[src/rtl/wb_pkg.sv]
// rtl/wb_pkg.sv - shared types and constants for the compute writeback stage
package wb_pkg;

   localparam int WB_DEPTH = 2;
   localparam int DW       = 16;

   typedef enum logic [3:0] {
      OP_ADD    = 4'b0000,
      OP_SUB    = 4'b0001,
      OP_XOR    = 4'b0010,
      OP_RED    = 4'b0011,
      OP_SLL    = 4'b0100,
      OP_SRA    = 4'b0101,
      OP_ROR    = 4'b0110,
      OP_PADDSB = 4'b0111
   } opcode_e;

   typedef struct packed {
      logic n;
      logic z;
      logic v;
   } flags_t;

   typedef struct packed {
      logic [3:0]    dst;
      logic [DW-1:0] data;
   } wb_entry_t;

endpackage

[src/rtl/wb_fifo2.sv]
// rtl/wb_fifo2.sv - two-entry in-order result queue; slot 0 is always the head
module wb_fifo2
   import wb_pkg::*;
(
   input  logic            clk,
   input  logic            rst,
   input  logic            push_i,
   input  logic            pop_i,
   input  wb_entry_t       din_i,
   output logic [1:0]      count_o,
   output wb_entry_t       head_o,
   output wb_entry_t [1:0] entries_o,
   output logic [1:0]      valid_o
);

   wb_entry_t  slot0_q, slot0_d;
   wb_entry_t  slot1_q, slot1_d;
   logic [1:0] count_q, count_d;
   logic       do_push, do_pop;

   // A full queue never accepts, even when it pops in the same cycle.
   assign do_pop  = pop_i & (count_q != 2'd0);
   assign do_push = push_i & (count_q != 2'd2);

   always_comb begin
      slot0_d = slot0_q;
      slot1_d = slot1_q;
      count_d = count_q;
      case ({do_push, do_pop})
         2'b10: begin
            if (count_q == 2'd0) slot0_d = din_i;
            else                 slot1_d = din_i;
            count_d = count_q + 2'd1;
         end
         2'b01: begin
            slot0_d = slot1_q;
            count_d = count_q - 2'd1;
         end
         2'b11: begin
            slot0_d = din_i;
         end
         default: ;
      endcase
   end

   always_ff @(posedge clk) begin
      if (rst) begin
         slot0_q <= '0;
         slot1_q <= '0;
         count_q <= 2'd0;
      end else begin
         slot0_q <= slot0_d;
         slot1_q <= slot1_d;
         count_q <= count_d;
      end
   end

   assign count_o      = count_q;
   assign head_o       = slot0_q;
   assign entries_o[0] = slot0_q;
   assign entries_o[1] = slot1_q;
   assign valid_o      = {count_q == 2'd2, count_q != 2'd0};

endmodule

[src/rtl/compute_writeback.sv]
// rtl/compute_writeback.sv - result sink: flags, dst-0 filter, pending vector, queued writeback; WB_BYPASS_EN enables same-cycle bypass
module compute_writeback
   import wb_pkg::*;
(
   input  logic          clk,
   input  logic          rst,
   input  logic          in_valid,
   output logic          in_ready,
   input  logic [3:0]    in_opcode,
   input  logic [DW-1:0] in_result,
   input  logic          in_ovfl,
   input  logic [3:0]    in_dst,
   output logic          wb_valid,
   input  logic          wb_ready,
   output logic [3:0]    wb_addr,
   output logic [DW-1:0] wb_data,
   output logic [2:0]    flags,
   output logic [15:0]   pending
);

   flags_t          flags_q, flags_d;
   logic [1:0]      count;
   wb_entry_t       head;
   wb_entry_t [1:0] entries;
   logic [1:0]      ent_valid;
   wb_entry_t       din;
   logic            accept, push, pop;

   assign in_ready = (count < 2'(WB_DEPTH));
   assign accept   = in_valid & in_ready;
   assign pop      = (count != 2'd0) & wb_ready;
   assign din      = '{dst: in_dst, data: in_result};

`ifdef WB_BYPASS_EN
   logic byp;
   assign byp  = (count == 2'd0) & in_valid & (in_dst != 4'd0);
   assign push = accept & (in_dst != 4'd0) & ~(byp & wb_ready);
`else
   assign push = accept & (in_dst != 4'd0);
`endif

   wb_fifo2 u_fifo (
      .clk       (clk),
      .rst       (rst),
      .push_i    (push),
      .pop_i     (pop),
      .din_i     (din),
      .count_o   (count),
      .head_o    (head),
      .entries_o (entries),
      .valid_o   (ent_valid)
   );

   always_comb begin
      flags_d = flags_q;
      if (accept) begin
         case (in_opcode)
            OP_ADD, OP_SUB: begin
               flags_d.z = (in_result == '0);
               flags_d.n = in_result[DW-1];
               flags_d.v = in_ovfl;
            end
            OP_XOR, OP_SLL, OP_SRA, OP_ROR: flags_d.z = (in_result == '0);
            default: ;
         endcase
      end
   end

   always_ff @(posedge clk) begin
      if (rst) flags_q <= '0;
      else     flags_q <= flags_d;
   end

   assign flags = flags_q;

   always_comb begin
      pending = 16'h0000;
      for (int i = 0; i < WB_DEPTH; i++) begin
         if (ent_valid[i]) pending = pending | (16'h0001 << entries[i].dst);
      end
   end

   always_comb begin
      wb_valid = 1'b0;
      wb_addr  = 4'd0;
      wb_data  = '0;
      if (count != 2'd0) begin
         wb_valid = 1'b1;
         wb_addr  = head.dst;
         wb_data  = head.data;
      end
`ifdef WB_BYPASS_EN
      else if (byp) begin
         wb_valid = 1'b1;
         wb_addr  = in_dst;
         wb_data  = in_result;
      end
`endif
      // Entries being discarded by reset must not reach the register file.
      if (rst) wb_valid = 1'b0;
   end

endmodule

[config.mk]
export PLATFORM = sky130hd
export DESIGN_NAME = compute_writeback
export DESIGN_NICKNAME = d
export VERILOG_FILES = /design/src/rtl/wb_pkg.sv /design/src/rtl/wb_fifo2.sv /design/src/rtl/compute_writeback.sv
export SDC_FILE = /design/constraint.sdc
export NUM_CORES = 1
export LEC_CHECK = 0
export BUFFER_PORTS_ARGS = -buffer_cell sky130_fd_sc_hd__buf_2
export CORE_MARGIN = 4
export CORE_UTILIZATION = 35
export CTS_CLUSTER_DIAMETER = 80
export DETAILED_ROUTE_END_ITERATION = 7
export GPL_TIMING_DRIVEN = 0
export PLACE_DENSITY = 0.63
export SYNTH_ARGS = -nofsm -noshare
export SYNTH_HDL_FRONTEND = slang
export SYNTH_SLANG_ARGS = --single-unit
export TNS_END_PERCENT = 20
[constraint.sdc]
create_clock -name clk -period 2.55 [get_ports clk]
set_input_delay 0.51 -clock clk [delete_from_list [all_inputs] [get_ports clk]]
set_output_delay 0.51 -clock clk [all_outputs]
set_load 0.02 [all_outputs]
==> results of run 1 <==
## path summary, 6_finish.rpt
path | endpoint | slack [ns] | cells after the start
worst max-delay path | u_fifo.entries_o[2]$_SDFFE_PP0P_ | 0.16 | 9
worst min register to register | u_fifo.entries_o[20]$_SDFFE_PP0P_ | 0.46 | 2
worst min-delay path | u_fifo.entries_o[20]$_SDFFE_PP0P_ | 0.46 | 2
worst max register to register | u_fifo.entries_o[2]$_SDFFE_PP0P_ | 0.38 | 7
## flip-flops by register name, summed over array words and instances (netlist names)
signal / cells
u_fifo.count_o: 2
u_fifo.entries_o: 40
flags: 3
## layer usage
| layer | track usage | share of wire | vias up |
|---|---|---|---|
| met5 | 0 | 0 | - |
| li1 | - | - | 1238 |
| met3 | 0.0265 | 0.055 | 11 |
| met2 | 0.298 | 0.47 | 71 |
| met4 | 0.0562 | 0.014 | 0 |
| met1 | 0.224 | 0.46 | 1187 |
## cell families (layout without fill, tap and decap cells)
kind of cell / Yosys count / after routing / synth area share
compound gates: 91 / 91 / 0.276
xor+xnor: 2 / 2 / 0.00686
fa+ha+maj: 3 / 3 / 0.0147
buf+inv: 34 / 109 / 0.0588
flops: 45 / 45 / 0.353
mux: 20 / 20 / 0.0784
simple gates: 107 / 107 / 0.212
## stage by stage
step	setup TNS, ns	utilization	hold WS (ns)
after floorplan	0	-	0.436
after global placement	-3.81	0.435	0.441
after detailed placement	-4.64	0.435	0.447
after CTS	0	0.447	0.458
after global routing	-0.0149	0.448	0.478
final	0	0.448	0.459
## tightest hold or removal path, delay by kind of cell, from the launching register on
family | cells | cell delay [ns]
AO/OA/AOI/OAI | 1 | 0.05
flip-flops | 1 | 0.32
AND/OR/NAND/NOR | 1 | 0.05
## cell type report
| cell class | instances | area, µm² |
|---|---|---|
| tap | 96 | 120 |
| timing repair buffer | 69 | 345 |
| buffer | 28 | 135 |
| multi-input combinational | 223 | 1510 |
| clock buffer | 7 | 86.3 |
| inverter | 5 | 18.8 |
| fill | 737 | 3830 |
| sequential | 45 | 901 |
## repair_timing
item / 4_1_cts / 5_1_grt
setup endpoints to repair: 5 / 7
setup buffers: 0 / 0
resized for setup: 1 / 4
## Yosys cell counts (all sizes together)
| cell type | number | area (µm²) |
|---|---|---|
| nand2 | 50 | 188 |
| dfxtp | 45 | 901 |
| a211oi | 40 | 400 |
| a21oi | 23 | 115 |
| clkbuf | 20 | 75.1 |
| mux2i | 20 | 200 |
| nor2b | 19 | 119 |
| buf | 9 | 56.3 |
| o22ai | 8 | 50.1 |
| nand2b | 7 | 43.8 |
| o21ai | 7 | 35.0 |
| or3 | 7 | 43.8 |
| inv | 5 | 18.8 |
| nor2 | 5 | 18.8 |
| o31ai | 5 | 37.5 |
| nand3 | 4 | 20.0 |
| ha | 3 | 37.5 |
| nor3b | 3 | 22.5 |
| nor4 | 3 | 18.8 |
| nor3 | 2 | 10.0 |
| o32ai | 2 | 17.5 |
| or3b | 2 | 17.5 |
| a211o | 1 | 8.76 |
| a21o | 1 | 7.51 |
| and3b | 1 | 8.76 |
| nand3b | 1 | 7.51 |
| nand4 | 1 | 6.26 |
| o211ai | 1 | 7.51 |
| o21a | 1 | 7.51 |
| o21ba | 1 | 10.0 |
| o21bai | 1 | 7.51 |
| or2 | 1 | 6.26 |
| or4 | 1 | 11.3 |
| xnor2 | 1 | 8.76 |
| xor2 | 1 | 8.76 |
## power groups by stage
stage / logic (mW) / clock network, mW / registers, mW
after global routing: 1.99 / 0.480 / 1.05
final: 1.81 / 0.448 / 1.03
after global placement: 1.77 / 0 / 1.03
after CTS: 1.80 / 0.453 / 1.02
after floorplan: 1.35 / 0 / 0.998
after detailed placement: 1.80 / 0 / 1.04
==> results.md, run 1 <==
Outcome:
- The flow ran to the end, and the final reports show no timing, DRC or antenna violations.

Floorplanning:
- For this configuration, the core starts out at a cell density of 0.368.
- The region available for standard cell placement spans a little under 0.007 mm².
- The I/O pin count is 70.
- The die is just over 90 µm wide.
- The floorplan die area is between 0.008 and 0.009 mm².
- In this run the core area contains 30 standard-cell rows.
- The die is 93.4 µm tall.

Global routing:
- The number of global-route vias before repair came to between 2000 and 2500.
- The global-route wire length before repair is roughly 12000 µm.
- The total routing resource utilization after global routing is 0.174.
- The pin count of the biggest net entering global routing is 15.
- The sum of overflow across all layers after global routing is 0.
- The number of antenna violations at the first check in global routing is 0.

Timing:
- The max-slew violation count is 0.
- The clock skew is 0.00678 ns.
- The final count of hold timing violations is 0.
- The transition at the pin with the smallest max-transition slack is 0.764 ns.
- The minimum setup slack in the final design is around 0.16 ns.
- For this run, the top clock speed supported by timing is about 0.42 GHz.
- The share of the clock period used by the worst path is 0.938.
- In this run the tightest slew margin relative to its limit is 0.490.
- Setup violations remaining at the end of the flow were counted as 0.
- The shortest period the worst path allows is 2.39 ns.
- Setup repair after global routing could not meet its margin everywhere.

Routing:
- The count of routing violations after the opening detailed-route iteration is 102.
- In the routed layout, each cell is associated on average with a via count of around 5.3.
- In this run the remaining antenna-violating nets after routing total 0.
- The total length of routed wires is about 7500 µm.
- The detailed router placed approximately 2500 vias in this run.
- The per-cell routed wire length is between 15 and 20 µm.
- Before antenna repair, the detailed router went through 4 iterations.
- After detailed routing, the number of remaining DRC violations is 0.

Min path:
- In this run the worst hold path is classified as reg2reg.
- The startpoint identified for the worst hold timing path is u_fifo.entries_o[20]$_SDFFE_PP0P_.

Critical path:
- The signal on the critical path passes through buf_2, or4_4, buf_2, nand3_1, ha_1, buf_2, buf_6, mux2i_1, a211oi_2.
- The slowest stage of the critical path belongs to the cell sky130_fd_sc_hd__or4_4.
- The endpoint arrival time on the critical path is around 2.5 ns.
- Counting both buffers and inverters, the worst setup path holds a total of 4.
- The most numerous cell on the critical path is sky130_fd_sc_hd__buf_2.
- The critical path launch point type is an input pin.
- On the worst path, the slowest cell contributes a delay of roughly 0.55 ns.
- The critical path start-end classification is in2reg.
- The start point of the critical path is in_dst[0].
- Broken down by cell family, the worst path's largest delay share belongs to buffers and inverters.
- The startpoint identified for the worst register-to-register timing path is u_fifo.count_o[1]$_SDFFE_PP0P_.
- The required time at the endpoint of the critical path is 2.70 ns.
- The kind of capture point of the worst setup path is a flip-flop.
- The largest fanout of any net on the critical path is 10.

Cells and area:
- The cell area after layout is slightly above 0.003 mm².
- The repair_antennas step left the layout with diodes totalling 0.
- Relative to the synthesized area, the layout overhead comes to 22.0%.
- The most common cell after layout, fill and taps aside is sky130_fd_sc_hd__buf_2.
- The ratio of cells with drive above 1 in the final layout is 0.292.
- The net count of the finished layout is between 400 and 500.
- Once layout is complete, the cells apart from fillers number approximately 470.
- Leaving out fill and tap cells, the most frequent cells in the layout are sky130_fd_sc_hd__buf_2, sky130_fd_sc_hd__nand2_1, sky130_fd_sc_hd__dfxtp_1.

Clock tree:
- The cell chosen for the clock root is sky130_fd_sc_hd__clkbuf_8.
- The depth of the CTS H-tree is 2.
- Clock tree synthesis inserted a total of 5 buffers.
- At the later pin of the worst-skew pair, clock insertion delay measures ~0.29 ns.
- In this run, post-CTS hold repair placed 0 buffers.
- The buffer depth of the longest clock path is 2.
- The clock sink count is 45.
- Clock-pin slew was measured on the worst setup and hold paths at 0.08 ns.
- The TritonCTS clock tree is yes.

Yosys:
- The Yosys step of the flow raised 0 warnings.
- Synthesis produced ~300 cells.
- The post-synth net total is roughly 330.
- The flip-flop and latch count after synthesis is 45.
- The average cell area after synthesis is about 8.5 µm².
- The cell area after synthesis is 0.00255 mm².
- Of the synthesized area, sequential elements account for 0.353.
- Yosys mapped the design onto 38 distinct sky130hd cell types.

Power and ir drop:
- The share of total power dissipated in sequential elements is 0.312.
- Of the total power, the share spent switching nets is 0.453.
- The worst-case IR drop observed on VDD is roughly 430 µV.
- The power density over cell area is around 1100 mW/mm².
- In this run the power spent charging and discharging nets is about 1.5 mW.
- The leakage power figure is between 1 and 1.5 nW.
- The design draws approximately 3.3 mW.
- The internal power contribution is approximately 1.8 mW.
- The clock share of power is 0.136.
- The share of total power dissipated in combinational logic is 0.551.

Placement:
- Timing analysis after detailed placement gives a worst setup slack of -0.290 ns.
- The instance count after placement with tap cells included is roughly 470.
- The count of port buffers added during placement is around 70.
- The total half-perimeter wirelength after legalization and detailed placement is ~5600 µm.
- After detailed placement, the total cell area comes to about 0.0030 mm².
- The placer's final routability congestion estimate is around 0.86.

Job:
- Max-cap violations in this run came to 0.
Power figures use the tool's default switching activity.
==> run 2: changes to the inputs <==
--- a/config.mk
+++ b/config.mk
@@ -7,11 +7,11 @@
 export LEC_CHECK = 0
 export BUFFER_PORTS_ARGS = -buffer_cell sky130_fd_sc_hd__buf_2
 export CORE_MARGIN = 4
-export CORE_UTILIZATION = 35
+export CORE_UTILIZATION = 45
 export CTS_CLUSTER_DIAMETER = 80
 export DETAILED_ROUTE_END_ITERATION = 7
 export GPL_TIMING_DRIVEN = 0
-export PLACE_DENSITY = 0.63
+export PLACE_DENSITY = 0.79
 export SYNTH_ARGS = -nofsm -noshare
 export SYNTH_HDL_FRONTEND = slang
 export SYNTH_SLANG_ARGS = --single-unit
==> constraint.sdc (replaced) <==
create_clock -name clk -period 2 [get_ports clk]
set_input_delay 0.4 -clock clk [delete_from_list [all_inputs] [get_ports clk]]
set_output_delay 0.4 -clock clk [all_outputs]
set_load 0.02 [all_outputs]
==> results.md, run 2 (synthesized netlist as in run 1, its figures left out) <==
Timing:
- The minimum setup slack in the final design is -0.0826 ns (-0.240 ns).
- The max-slew headroom at the worst pin is 0.506 (+0.0154).
- After layout, the minimum clock period comes to 2.08 ns.
- The final count of hold timing violations is 0 (unchanged).
- Setup repair after global routing could not meet its margin everywhere.
- The maximum achievable frequency is roughly 0.48 GHz.
- The max-slew violation count is 0 (unchanged).
- Of the available clock period, the critical path in the final layout requires 1.04.
- The count of endpoints failing setup in the final report is 6 (+6).
- The clock skew is 0.00952 ns (+0.00274 ns).
- The total negative slack is -0.159 ns (-0.159 ns).
- The transition at the pin with the smallest max-transition slack is 0.741 ns (-0.0232 ns).

Cells and area:
- The ratio of cells with drive above 1 in the final layout is 0.365 (+0.0733).
- Leaving out fill and tap cells, the most frequent cells in the layout are sky130_fd_sc_hd__buf_2, sky130_fd_sc_hd__nand2_1, sky130_fd_sc_hd__dfxtp_1.
- The count of non-filler cells in the finished layout came to 450 (-4.9%).
- The most common cell after layout, fill and taps aside is sky130_fd_sc_hd__buf_2.
- The antenna cell count is 0 (unchanged).
- Relative to the synthesized area, the layout overhead comes to 28.6%.
- The post-layout net count is 409 (unchanged).
- The number of flip-flops in the largest register came to 40 (unchanged).

Global routing:
- The sum of overflow across all layers after global routing is 0 (unchanged).
- The number of global-route vias before repair is 2422 (-2.7%).
- The number of antenna violations at the first check in global routing is 0 (unchanged).
- The pin count of the biggest net entering global routing is 14 (-1).
- The global-route wire length before repair came to 11600 µm (-5.0%).
- The total routing resource utilization after global routing is 0.200 (+0.0261).

Outcome:
- The final reports fail on negative setup slack.
- The run finished, with violations left.

Floorplanning:
- The I/O pin count is 70 (unchanged).
- The floorplan die area is 0.00694 mm² (-20%).
- The area of the core is 0.00551 mm² (-21%).
- The floorplan die width was 83.3 µm (-11%).
- The number of standard-cell rows in the floorplan is 27 (-10%).
- The effective utilization at floorplan came to 0.464 (+0.0960).
- The height of the chip was 83.3 µm (-11%).

Power and ir drop:
- The leakage power figure is 1.26 nW (+6.8%).
- The power share of the sequential group is 0.301 (-0.011).
- The power spent charging and discharging nets came to 1.97 mW (+32%).
- The peak ir drop on the vdd network is 668 µV (+54%).
- The fraction of power spent switching nets is 0.440 (-0.0127).
- The total design power is 4.47 mW (+36%).
- The clock share of power was 0.140 (+0.004).
- The power density over cell area was 1360 mW/mm² (+29%).
- The combinational group share of total power is 0.559 (+0.008).
- The internal power contribution is 2.50 mW (+39%).

Clock tree:
- The CTS clock-pin slew for the worst setup and hold paths was 0.09 ns (about the same).
- The clock sink count is 45 (unchanged).
- The buffer depth of the longest clock path is 2 (unchanged).
- The total CTS buffers was 5 (unchanged).
- The TritonCTS clock tree is yes.
- The clock insertion delay at the later pin of the skew report was 0.30 ns (about the same).
- The hold buffer count at cts is 0 (unchanged).
- The cell chosen for the clock root is sky130_fd_sc_hd__clkbuf_8.
- The depth of the CTS H-tree was 2 (unchanged).

Routing:
- The overall via count from detail_route is 2527 (+0.80%).
- The vias per cell is 5.62 (+5.9%).
- The per-cell routed wire length is 16.0 µm (+1.7%).
- The residual DRC count was 0 (unchanged).
- The total length of routed wires is 7220 µm (-3.2%).
- The residual antenna-violating net count after detailed routing was 0 (unchanged).
- The first-pass detailed-route iteration total is 4 (unchanged).
- The count of routing violations after the opening detailed-route iteration is 123 (+21%).

Critical path:
- The biggest cell delay along the critical path is 0.39 ns (-0.16 ns).
- STA classifies the critical path endpoint as an output port.
- STA classifies the critical path startpoint as a flip-flop.
- The critical path goes through or3b_4, or3_1, o31ai_1, buf_2.
- For this design, the slowest cell found on the critical path is sky130_fd_sc_hd__dfxtp_4.
- The largest fanout of any net on the critical path came to 7 (-3).
- The endpoint arrival time on the critical path is 1.68 ns (-0.86 ns).
- The critical path in this run is classified as reg2out.
- The required time at the endpoint of the critical path is 1.60 ns (-1.10 ns).

Job:
- The count of maximum capacitance violations is 0 (unchanged).

Min path:
- The path class of the tightest hold or removal check is in2reg.

Placement:
- The placer's final routability congestion estimate is 0.828 (-3.2%).
- The worst setup slack before clock tree synthesis is -0.462 ns (-0.171 ns).
- The total half-perimeter wirelength after legalization and detailed placement is 5150 µm (-7.8%).
- The instance count after placement with tap cells included is 443 (-5.1%).
- The count of port buffers added during placement came to 69 (unchanged).
==> run 2: layout make-up <==
class / instances / area [µm²]
plain buffers: 26 / 171
clock buffers: 7 / 96.3
clock inverters: 1 / 5.00
fillers: 502 / 2220
inverters: 5 / 18.8
multi-input cells: 223 / 1600
flip-flops and latches: 45 / 910
well taps: 72 / 90.1
repair buffers: 71 / 390
==> run 2: repair_timing <==
action,in CTS,in global routing
buffers inserted,0,1
setup endpoints to repair,76,64
resized for setup,20,29
gates cloned,0,1
pin swaps,0,1
==> run 2: per-stage QoR <==
stage | hold slack [ns] | util | cell area [µm²]
after floorplan | 0.436 | - | 2610
after global placement | 0.441 | 0.554 | 3050
after detailed placement | 0.448 | 0.554 | 3050
after CTS | 0.339 | 0.579 | 3190
after global routing | 0.359 | 0.596 | 3280
final | 0.344 | 0.596 | 3280
==> run 2: layer usage <==
layer / vias up / wire length [µm] / GRT usage
met2: 85 / 3560 / 0.358
met1: 1194 / 3160 / 0.246
li1: 1240 / - / -
met5: - / 0 / 0
met4: 0 / 88 / 0.0505
met3: 8 / 405 / 0.0387
==> run 2: path summary, 6_finish.rpt <==
check	from	to	slack, ns	depth (start not counted)
hold reg to reg	u_fifo.entries_o[23]$_SDFFE_PP0P_	u_fifo.entries_o[23]$_SDFFE_PP0P_	0.46	2
setup reg to reg	u_fifo.count_o[0]$_SDFFE_PP0P_	u_fifo.count_o[1]$_SDFFE_PP0P_	0.06	8
hold / removal	in_ovfl	flags[0]$_SDFFE_PP0P_	0.34	3
setup / recovery	u_fifo.count_o[1]$_SDFFE_PP0P_	pending[4]	-0.08	4
==> run 2: worst max-delay path, delay by kind of cell, from the launching register on <==
family,cells,cell delay [ns]
simple gates,2,0.70
compound gates,1,0.08
buf+inv,1,0.21
flops,1,0.39
==> run 2: power groups by stage <==
stage / clock network (mW) / registers [mW] / logic (mW)
4_1_cts: 0.634 / 1.33 / 2.37
5_1_grt: 0.669 / 1.37 / 2.72
3_5_place_dp: 0 / 1.32 / 2.33
2_1_floorplan: 0 / 1.27 / 1.77
6_report: 0.626 / 1.35 / 2.50
3_3_place_gp: 0 / 1.31 / 2.28
==> run 3: changes to the inputs <==
--- a/config.mk
+++ b/config.mk
@@ -5,6 +5,7 @@
 export SDC_FILE = /design/constraint.sdc
 export NUM_CORES = 1
 export LEC_CHECK = 0
+export ABC_AREA = 1
 export BUFFER_PORTS_ARGS = -buffer_cell sky130_fd_sc_hd__buf_2
 export CORE_MARGIN = 4
 export CORE_UTILIZATION = 45
==> results.md, run 3 <==
Cells and area:
- The sequential cell area came to 906 µm² (-0.41%).
- The ratio of cells with drive above 1 in the final layout is 0.221 (-0.144).
- The count of non-filler cells in the finished layout is 545 (+21%).
- The final core utilization is 0.583 (-0.0134).
- The post-synthesis to final-layout area growth is 22.0%.
- The post-layout net count is 506 (+24%).
- The antenna cell count is 0 (unchanged).
- The library cells used most frequently in the layout, excluding fill and tap cells, are sky130_fd_sc_hd__buf_2, sky130_fd_sc_hd__nand2_1, sky130_fd_sc_hd__nor2_1.
- The final-layout fill cell count is 515 (+2.6%).
- The number of flip-flops in the largest register came to 40 (unchanged).
- The most common cell after layout, fill and taps aside is sky130_fd_sc_hd__buf_2.
- The multi-input logic area was 0.00133 mm² (-17%).

Yosys:
- The top flip-flop cell by instance count after synthesis is sky130_fd_sc_hd__dfxtp_1.
- The flip-flop and latch count after synthesis is 45 (unchanged).
- Among all cell types in the netlist, the one instantiated most often is sky130_fd_sc_hd__nand2_1.
- The share of the yosys chip area belonging to registers was 0.358 (+0.00491).
- The post-synthesis async set-or-reset flop share came to 0 (unchanged).
- The cell taking the most area after synthesis is sky130_fd_sc_hd__dfxtp_1.
- The number of unique standard cell types used by synthesis is 21 (-45%).
- The share of the synthesized area in the top cell type is 0.358 (+0.00491).
- The cell area after synthesis was 0.00252 mm² (-1.4%).
- The synthesis warning total is 0 (unchanged).
- The average cell area after synthesis is 6.29 µm² (-26%).
- The number of flops mapped to enable cells by yosys is 0 (unchanged).
- Ranked by instance count, the synthesized netlist is headed by sky130_fd_sc_hd__nand2_1, sky130_fd_sc_hd__nor2_1, sky130_fd_sc_hd__o21ai_0.
- By area the synthesized netlist is led by sky130_fd_sc_hd__dfxtp_1, sky130_fd_sc_hd__nand2_1, sky130_fd_sc_hd__o21ai_0, sky130_fd_sc_hd__nor2_1, sky130_fd_sc_hd__a21oi_1.
- The number of instances in the synthesized netlist is 400 (+32%).
- The post-synth net total was 432 (+29%).

Min path:
- The worst hold path belongs to the class in2reg.
- The worst hold path begins at in_result[5].

Timing:
- The final count of hold timing violations is 0 (unchanged).
- The transition at the pin with the smallest max-transition slack came to 0.415 ns (-0.327 ns).
- The clock skew is 0.00693 ns (-0.00259 ns).
- The max-slew headroom at the worst pin came to 0.724 (+0.218).
- The share of the clock period used by the worst path is 0.953 (-0.0885).
- The count of endpoints failing setup in the final report came to 0 (-6).
- The shortest period the worst path allows is 1.91 ns (-0.177 ns).
- The maximum achievable frequency was 0.525 GHz (+9.3%).
- Setup repair after global routing could not meet its margin everywhere.
- The max-slew violation count is 0 (unchanged).

Placement:
- The count of port buffers added during placement came to 69 (unchanged).
- The instance count after placement with tap cells included is 539 (+22%).
- The placer's final routability congestion estimate is 0.855 (+3.3%).
- The total half-perimeter wirelength after legalization and detailed placement is 5080 µm (-1.3%).

Power and ir drop:
- The fraction of power spent switching nets came to 0.451 (+0.0109).
- The peak ir drop on the vdd network is 473 µV (-29%).
- The combinational group share of total power is 0.490 (-0.069).
- The internal power contribution came to 1.99 mW (-20%).
- The clock share of power is 0.155 (+0.015).
- The leakage power figure is 1.52 nW (+21%).
- The power spent charging and discharging nets came to 1.64 mW (-17%).
- The power density over cell area is 1180 mW/mm² (-13%).
- The power share of the sequential group is 0.355 (+0.054).

Critical path:
- The largest fanout of any net on the critical path is 15 (+8).
- The worst register-to-register path begins at u_fifo.count_o[0]$_SDFFE_PP0P_.
- The depth of the worst register-to-register path was 11 (+3).
- The internal reg-to-reg setup slack is 0.09 ns (+0.03 ns).
- STA classifies the critical path endpoint as a flip-flop.
- In this run the worst setup path terminates at u_fifo.entries_o[1]$_SDFFE_PP0P_.
- The critical path launch point type is a flip-flop.
- The required time at the endpoint of the critical path was 2.20 ns (+0.60 ns).
- The critical path start-end classification is reg2reg.
- Tracing the worst setup path back leads to its startpoint at u_fifo.count_o[0]$_SDFFE_PP0P_.
- The endpoint arrival time on the critical path is 2.10 ns (+0.42 ns).
- The worst register-to-register path ends at u_fifo.entries_o[1]$_SDFFE_PP0P_.

Floorplanning:
- The number of standard-cell rows in the floorplan came to 26 (-3.7%).
- The floorplan die width is 82.8 µm (-0.62%).
- The floorplan die area is 0.00686 mm² (-1.2%).
- The I/O pin count was 70 (unchanged).
- The effective utilization at floorplan is 0.478 (+0.0142).
- The area of the core is 0.00527 mm² (-4.3%).
- The height of the chip is 82.8 µm (-0.62%).

Clock tree:
- Clock tree synthesis selected as its root buffer the cell sky130_fd_sc_hd__clkbuf_8.
- The clock sink count is 45 (unchanged).
- The clock insertion delay at the later pin of the skew report is 0.30 ns (about the same).
- The buffer depth of the longest clock path is 2 (unchanged).
- The CTS clock-pin slew for the worst setup and hold paths came to 0.08 ns (about the same).
- TritonCTS built the clock tree.
- The total CTS buffers is 5 (unchanged).
- The depth of the CTS H-tree is 2 (unchanged).
- The number of setup buffers added after CTS is 0 (unchanged).
- The hold buffer count at cts came to 0 (unchanged).

Routing:
- The vias per cell is 5.06 (-9.8%).
- The per-cell routed wire length is 12.1 µm (-25%).
- The first-pass detailed-route iteration total was 5 (+1).
- The residual antenna-violating net count after detailed routing was 0 (unchanged).
- The count of routing violations after the opening detailed-route iteration is 178 (+45%).
- The total length of routed wires is 6600 µm (-8.6%).
- The residual DRC count is 0 (unchanged).
- The overall via count from detail_route is 2760 (+9.2%).

Outcome:
- The run finished with clean final reports.

Job:
- The count of maximum capacitance violations was 0 (unchanged).

Global routing:
- The pin count of the biggest net entering global routing is 15 (+1).
- The total routing resource utilization after global routing came to 0.204 (+0.00330).
- The global-route wire length before repair was 10900 µm (-6.3%).
- The number of antenna violations at the first check in global routing came to 0 (unchanged).
- The sum of overflow across all layers after global routing is 0 (unchanged).
- The number of global-route vias before repair is 2481 (+2.4%).
[run 3: what timing repair did]
action / 4_1_cts / 5_1_grt
endpoints found under the setup margin: 22 / 39
resized for setup: 7 / 18
pin swaps: 1 / 1
[run 3: how the worst min path moves through the flow]
| stage | endpoint | slack, ns | cells after the start |
|---|---|---|---|
| after CTS | u_fifo.entries_o[25]$_SDFFE_PP0P_ | 0.36 | 3 |
| after global placement | flags[0]$_SDFFE_PP0P_ | 0.46 | 2 |
| after floorplan | u_fifo.entries_o[20]$_SDFFE_PP0P_ | 0.45 | 2 |
| final | u_fifo.entries_o[25]$_SDFFE_PP0P_ | 0.36 | 3 |
| after detailed placement | u_fifo.entries_o[21]$_SDFFE_PP0P_ | 0.48 | 2 |
| after global routing | u_fifo.entries_o[33]$_SDFFE_PP0P_ | 0.37 | 3 |
[run 3: cells by family after synthesis]
kind of cell	count (synthesis)	synth area share
flip-flops	45	0.358
AO/OA/AOI/OAI	95	0.189
AND/OR/NAND/NOR	186	0.310
buffers and inverters	71	0.128
adder cells (fa/ha/maj)	3	0.0149
[run 3: routing by layer]
metal  global-route usage  vias up  wire, µm
met3               0.0389        4       404
met5                    0        -         0
met2                0.356       97      3140
met1                0.259     1233      3010
met4               0.0474        0        47
li1                     -     1426         -
[run 3: metrics by stage]
step	worst slack, ns	TNS (ns)	instance area [µm²]	hold WS, ns	total power, mW
after floorplan	0.224	0	2520	0.454	2.57
after global placement	-0.0825	-0.404	2950	0.461	2.99
after detailed placement	-0.115	-0.814	2950	0.476	3.03
after CTS	-0.00596	-0.0111	3050	0.356	3.60
after global routing	-0.0142	-0.0208	3070	0.372	3.95
final	0.0944	0	3070	0.360	3.63
[run 3: worst max-delay path, stage by stage (launching register included)]
cell and delay, ns:
sky130_fd_sc_hd__dfxtp_4 0.37, sky130_fd_sc_hd__nor2_4 0.24, sky130_fd_sc_hd__inv_4 0.09, sky130_fd_sc_hd__nand2_8 0.12
sky130_fd_sc_hd__inv_1 0.07, sky130_fd_sc_hd__ha_1 0.21, sky130_fd_sc_hd__buf_4 0.17, sky130_fd_sc_hd__buf_4 0.18
sky130_fd_sc_hd__nand2_1 0.07, sky130_fd_sc_hd__nand2_1 0.07, sky130_fd_sc_hd__a21oi_1 0.15, sky130_fd_sc_hd__nor2_1 0.06
[run 3: power by group through the flow]
stage / logic (mW) / clock network [mW] / registers (mW)
after detailed placement: 1.73 / 0 / 1.30
after floorplan: 1.30 / 0 / 1.28
after global placement: 1.70 / 0 / 1.28
final: 1.78 / 0.563 / 1.29
after global routing: 2.01 / 0.614 / 1.32
after CTS: 1.75 / 0.575 / 1.28
[run 3: cell type report]
cell class,count,area share
flip-flops and latches,45,0.295
well taps,70,0.0285
inverters,50,0.0635
clock inverters,2,0.00489
clock buffers,6,0.0236
multi-input cells,284,0.432
plain buffers,19,0.0403
repair buffers,69,0.112
